===== config.mk =====
export PLATFORM = sky130hd
export DESIGN_NAME = uart_autobaud_ctrl
export DESIGN_NICKNAME = d
export VERILOG_FILES = /design/src/rtl/uart_autobaud_ctrl.sv
export SDC_FILE = /design/constraint.sdc
export NUM_CORES = 1
export LEC_CHECK = 0
export ABC_AREA = 1
export CAP_MARGIN = 20
export CORE_MARGIN = 5
export CORE_UTILIZATION = 63
export DETAILED_ROUTE_END_ITERATION = 16
export GPL_TIMING_DRIVEN = 0
export PLACE_DENSITY_LB_ADDON = 0.08
export SKIP_LAST_GASP = 1
export SYNTH_ARGS = -nofsm -noshare
export SYNTH_HDL_FRONTEND = slang
export SYNTH_SLANG_ARGS = --single-unit

===== constraint.sdc =====
create_clock -name clk -period 6 [get_ports clk]
set_clock_uncertainty 0.1 [all_clocks]
set_input_delay 0.6 -clock clk [delete_from_list [all_inputs] [get_ports clk]]
set_output_delay 0.6 -clock clk [all_outputs]
set_load 0.005 [all_outputs]

===== src/rtl/uart_autobaud_ctrl.sv =====
// Auto-baud controller: measures the falling-edge spacing of a received 0x55
// sync character and programs the UART 16x baud generator (13-bit divider plus
// 3-bit eighths fraction). A default divider is driven until a measurement locks.
module uart_autobaud_ctrl #(
    parameter logic [12:0] DEFAULT_BAUD_VAL = 13'd1,
    parameter logic [2:0]  DEFAULT_FRACTION = 3'd0,
    parameter logic [19:0] TIMEOUT_CYCLES   = 20'hFFFFF
) (
    input  logic        clk,
    input  logic        reset,
    input  logic        rx,
    input  logic        start,
    input  logic        abort,
    output logic [12:0] baud_val,
    output logic [2:0]  baud_val_fraction,
    output logic        busy,
    output logic        locked,
    output logic        done,
    output logic        error
);

    typedef enum logic [1:0] {
        IDLE    = 2'd0,
        ARM     = 2'd1,
        MEASURE = 2'd2,
        CALC    = 2'd3
    } state_t;

    localparam logic [19:0] CNT_MAX = 20'hFFFFF;

    state_t      state;
    state_t      state_next;

    logic        rx_meta;
    logic        rx_sync;
    logic        rx_prev;
    logic        fe;

    logic [19:0] total;
    logic [19:0] icnt;
    logic [19:0] i1;
    logic [1:0]  edge_cnt;

    logic [20:0] elapsed;
    logic [19:0] i_cur;
    logic [19:0] diff;
    logic [20:0] r;
    logic [13:0] q;
    logic [13:0] q_m1;

    logic        fail;
    logic        calc_ok;

    // Rounding bits below the fraction and the borrow bit of q-1 carry no
    // information once q is range-checked; gathered here so they read as used.
    logic        unused_bits;
    assign unused_bits = ^{r[3:0], q_m1[13]};

    // Cycles elapsed since the previous falling edge, counting the detection cycle.
    assign elapsed = {1'b0, icnt} + 21'd1;
    assign i_cur   = elapsed[19:0];
    assign diff    = (i_cur >= i1) ? (i_cur - i1) : (i1 - i_cur);

    // Divider arithmetic: total is 8 bit periods, so total/128 is one 16x tick.
    assign r    = {1'b0, total} + 21'd8;
    assign q    = r[20:7];
    assign q_m1 = q - 14'd1;

    assign fe   = rx_prev & ~rx_sync;
    assign busy = (state == ARM) || (state == MEASURE);

    // Two-flop synchronizer on the asynchronous rx line plus edge-detect history.
    always_ff @(posedge clk or posedge reset) begin
        // NOTE: clocked state uses non-blocking assignments so every flop samples
        // the pre-edge values of the others, exactly as the hardware does.
        if (reset) begin
            rx_meta <= 1'b1;
            rx_sync <= 1'b1;
            rx_prev <= 1'b1;
        end else begin
            rx_meta <= rx;
            rx_sync <= rx_meta;
            rx_prev <= rx_sync;
        end
    end

    // FSM state register.
    always_ff @(posedge clk or posedge reset) begin
        if (reset) begin
            state <= IDLE;
        end else begin
            state <= state_next;
        end
    end

    // Next-state logic with fail / calculation-complete decisions.
    always_comb begin
        // NOTE: every output of this block gets a default first; a path that
        // left one unassigned would infer a latch.
        state_next = state;
        fail       = 1'b0;
        calc_ok    = 1'b0;
        unique case (state)
            IDLE: begin
                if (start && !abort) begin
                    state_next = ARM;
                end
            end
            ARM: begin
                if (abort) begin
                    state_next = IDLE;
                end else if (fe) begin
                    state_next = MEASURE;
                end
            end
            MEASURE: begin
                if (abort) begin
                    state_next = IDLE;
                end else if (elapsed >= {1'b0, TIMEOUT_CYCLES}) begin
                    fail = 1'b1;
                end else if (fe) begin
                    if ((edge_cnt != 2'd0) && (diff > (i1 >> 2))) begin
                        fail = 1'b1;
                    end else if (edge_cnt == 2'd3) begin
                        state_next = CALC;
                    end
                end
                if (fail) begin
                    state_next = IDLE;
                end
            end
            CALC: begin
                state_next = IDLE;
                if ((q == 14'd0) || (q > 14'd8192)) begin
                    fail = 1'b1;
                end else begin
                    calc_ok = 1'b1;
                end
            end
            default: begin
                state_next = IDLE;
            end
        endcase
    end

    // Measurement counters, divider outputs and status flags.
    always_ff @(posedge clk or posedge reset) begin
        if (reset) begin
            total             <= '0;
            icnt              <= '0;
            i1                <= '0;
            edge_cnt          <= '0;
            baud_val          <= DEFAULT_BAUD_VAL;
            baud_val_fraction <= DEFAULT_FRACTION;
            locked            <= 1'b0;
            done              <= 1'b0;
            error             <= 1'b0;
        end else begin
            done <= fail | calc_ok;
            if (fail) begin
                error <= 1'b1;
            end
            unique case (state)
                IDLE: begin
                    if (start && !abort) begin
                        error    <= 1'b0;
                        edge_cnt <= '0;
                    end
                end
                ARM: begin
                    if (!abort && fe) begin
                        total    <= '0;
                        icnt     <= '0;
                        edge_cnt <= '0;
                    end
                end
                MEASURE: begin
                    if (!abort) begin
                        total <= (total == CNT_MAX) ? total : total + 20'd1;
                        if (fe) begin
                            icnt     <= '0;
                            edge_cnt <= edge_cnt + 2'd1;
                            if (edge_cnt == 2'd0) begin
                                i1 <= i_cur;
                            end
                        end else begin
                            icnt <= (icnt == CNT_MAX) ? icnt : icnt + 20'd1;
                        end
                    end
                end
                CALC: begin
                    if (calc_ok) begin
                        baud_val          <= q_m1[12:0];
                        baud_val_fraction <= r[6:4];
                        locked            <= 1'b1;
                    end
                end
                default: begin
                end
            endcase
        end
    end

endmodule

==> out/qor.csv <==
stage,metric,value,unit
sta,post-route-period-util,94.96,%
status,status,"complete, no violations",
synthesis,async_flop_share,100.0,%
clocking,clock_latency,0.35,ns
floorplan,core_area,11560,um^2
global_routing,grt_usage,26.61,%
setup_path,arrival,5.88,ns
sta,max_freq,175.5,MHz
clocking,cts_root_buffer,clkbuf_16,
synthesis,yosys_warnings,0,
synthesis,yosysTopAreaCellShare,27.37,%
synthesis,postSynthCellCount,1081,
floorplan,ios,25,
global_routing,grt_max_degree,69,
synthesis,synthTopCellsByArea,"dfrtp_1 (27%), nand2_1 (15%), ha_1 (12%)",
detailed_routing,drt_first_pass_iters,5,
detailed_routing,drc_errors,0,
place,io_buffer_count,24,
detailed_routing,antenna_left,0,
synthesis,synth-main-ff-cell,dfrtp_1,
synthesis,yosys.area.top_type,dfrtp_1,
layout,final_layout_size_suffix_gt1_share,8.986,%
synthesis,synth_fp_nets,1157,
synthesis,syn_area_per_cell,6.935,um^2
global_routing,grt_pass1_wl,30760,um
clocking,cts.sinks,86,
place,place_hpwl,14760,um
place,gp_congestion,0.9999,
sta,max-slew-margin-rel,61.73,%
clocking,tritoncts,built,
setup_path,cp_slowest_cell,dfrtp_1,
setup_path,crit_fanout,10,
sta,hold_viol_final,0,
detailed_routing,dr.first_iter.drc_count,667,
detailed_routing,via_per_inst,5.515,
clocking,htree_levels,3,
worst_hold_path,hold_path.class,flip-flop to flip-flop,
place,dpl_worst_slack,-0.1287,ns
power,p_leak,0.004347,uW
floorplan,fp-row-count,39,
floorplan,die_h,119.1,um
sta,setup_ws,0.3024,ns
global_routing,gr-total-overflow,0,
synthesis,synth_edf_count,0,
floorplan,die_area,14180,um^2
floorplan,dieWidth,119.1,um
sta,slew_viol_final,0,
power,p_per_area,431.9,nW/um^2
synthesis,synth.distinct_cells,52,
detailed_routing,wirelength,18920,um
clocking,clkSlewWorstSetupHoldPaths,0.07,ns
sta,setup_viol,0,
clocking,cts_buffer_depth,2,
setup_path,cp_slowest_stage_delay,0.41,ns
setup_path,crit_path_end_kind,flip-flop,
clocking,cts_made_buffers,9,
clocking,cts_hold_repair.buffers,0,
setup_path,cp_common_cell,nand2_1,
power,max-vdd-ir-drop,0.4191,mV
synthesis,syn_area,7497,um^2
sta,worst_hold_slack,0.2575,ns
flow_run,drv_cap,0,
setup_path,path_class,flip-flop to flip-flop,
detailed_routing,wl_per_cell,14.93,um
sta,period_needed,5.698,ns
layout,layout.nets,1195,
synthesis,synth-seq-area-share,28.77,%
layout,antenna_cells,0,
setup_path,crit_required,6.19,ns
layout,synthToLayoutAreaGrowth,12.03,%
setup_path,cp-start-kind,flip-flop,
synthesis,ys_ff_latch,86,
floorplan,start_util,64.83,%
detailed_routing,vias,6987,
global_routing,antenna_found_initial,0,
global_routing,grt_pass1_vias,6368,
sta,max_slew.worst_pin.slew,0.5740,ns
## registers in the layout, summed over array words and instances (netlist names)
signal	cells
baud_val	13
baud_val_fraction	3
done	1
edge_cnt	2
error	1
i1	20
icnt	20
locked	1
rx_meta	1
rx_prev	1
rx_sync	1
state	2
total	20
## worst paths after layout
kind                                          start                       to  slack [ns]  cells past startpoint
worst max-delay path            icnt[4]$_DFFE_PP0P_     state[1]$_DFFE_PP0P_        0.30                     35
worst min-delay path              rx_meta$_DFF_PP1_        rx_sync$_DFF_PP1_        0.26                      0
min in group asynchronous                     reset  edge_cnt[1]$_DFFE_PP0P_        0.45                      2
max in group asynchronous                     reset  baud_val[0]$_DFFE_PP1P_        4.72                      3
worst max register to register  icnt[4]$_DFFE_PP0P_     state[1]$_DFFE_PP0P_        0.30                     35
worst min register to register    rx_meta$_DFF_PP1_        rx_sync$_DFF_PP1_        0.26                      0
## through the flow
stage	instances	instance area (um^2)	power, uW	setup TNS (ns)	utilization [%]
after floorplan	1081	7497	2365	0	-
after global placement	1248	7916	2938	-0.1217	68.45
after detailed placement	1249	7946	2976	-0.3583	68.71
after CTS	1265	8260	3571	0	71.43
after global routing	1267	8399	3985	-0.06089	72.63
final	1267	8399	3628	0	72.63
## placed cells by master (no fill, tap or decap), types with 5 or more instances in the layout
cell type,netlist,routed
dfrtp_1,82,80
nand4_1,19,19
inv_2,5,5
nand2_1,300,298
o22ai_1,13,13
clkbuf_16,0,9
o21ai_2,13,13
nor2_1,74,68
inv_1,181,180
nand3_1,50,47
o21ai_1,3,5
nand2_2,8,10
o21ai_0,66,64
o21bai_1,7,7
xor2_1,33,30
nand3_2,3,6
xnor2_1,12,12
clkbuf_1,8,7
nor3_1,20,18
nor2_2,2,7
a31oi_1,5,5
clkdlybuf4s50_1,0,24
ha_1,69,67
a21oi_1,51,51
## cell families (layout without fill, tap and decap cells)
| logic type | count (synthesis) | in the layout | synth area share, % |
|---|---|---|---|
| buffers and inverters | 203 | 246 | 10.60 |
| multiplexers | 3 | 3 | 0.4006 |
| flip-flops | 86 | 86 | 28.77 |
| AO/OA/AOI/OAI | 179 | 179 | 14.27 |
| XOR/XNOR | 46 | 46 | 5.474 |
| AND/OR/NAND/NOR | 493 | 493 | 28.44 |
| adder cells (fa/ha/maj) | 71 | 71 | 12.05 |
## synth_stat cells, types with 3 or more instances
cell      instances
o21a_1            3
ha_1             69
dfrtp_1          82
nand3_1          50
o21ai_1           3
nand4_1          19
o22ai_1          13
nor3_2            4
buf_2             5
inv_1           181
a31oi_1           5
inv_2             5
buf_6             3
o21ai_2          13
o21bai_1          7
nand2_2           8
nor2_1           74
clkbuf_1          8
xor2_1           33
a211oi_1          4
mux2i_1           3
o21ai_0          66
nor3_1           20
dfstp_2           4
nand3_2           3
nand2_1         300
a21oi_1          51
xnor2_1          12
## repair_timing
action / 4_1_cts / 5_1_grt
cloned: 0 / 0
buffers inserted: 0 / 3
pin swaps: 0 / 2
resized for setup: 2 / 31
endpoints found under the setup margin: 3 / 4
## per-layer routing
| layer | wire length (um) | share of wire, % | track usage, % |
|---|---|---|---|
| met1 | 9216 | 49 | 40.30 |
| met2 | 8060 | 43 | 38.68 |
| met3 | 1417 | 7.5 | 6.209 |
| met4 | 227 | 1.2 | 5.793 |
| met5 | 0 | 0 | 0 |
## worst max-delay path, delay by kind of cell (launching register included)
kind                       cells  cell delay [ns]
xor gates and xnor gates       2             0.42
DFF                            1             0.41
and+or+nand+nor               23             2.42
buffers and inverters          3             0.38
AOI/OAI and AO/OA              5             1.22
adders and majority gates      2             0.64
## report_power, final
| group | switching (uW) | internal (uW) | total, uW |
|---|---|---|---|
| Clock | 233 | 347 | 580 |
| Combinational | 1380 | 858 | 2240 |
| Sequential | 92.0 | 720 | 812 |
## final cells by class
type / count / area, um^2
Multi-Input combinational cell: 792 / 4657
Clock inverter: 4 / 55.05
Tap cell: 143 / 178.9
Fill cell: 973 / 3166
Inverter: 186 / 700.7
Sequential cell: 86 / 2160
Timing Repair Buffer: 28 / 290.3
Clock buffer: 12 / 256.5
Buffer: 16 / 101.3
(Power assumes the default switching activity.)
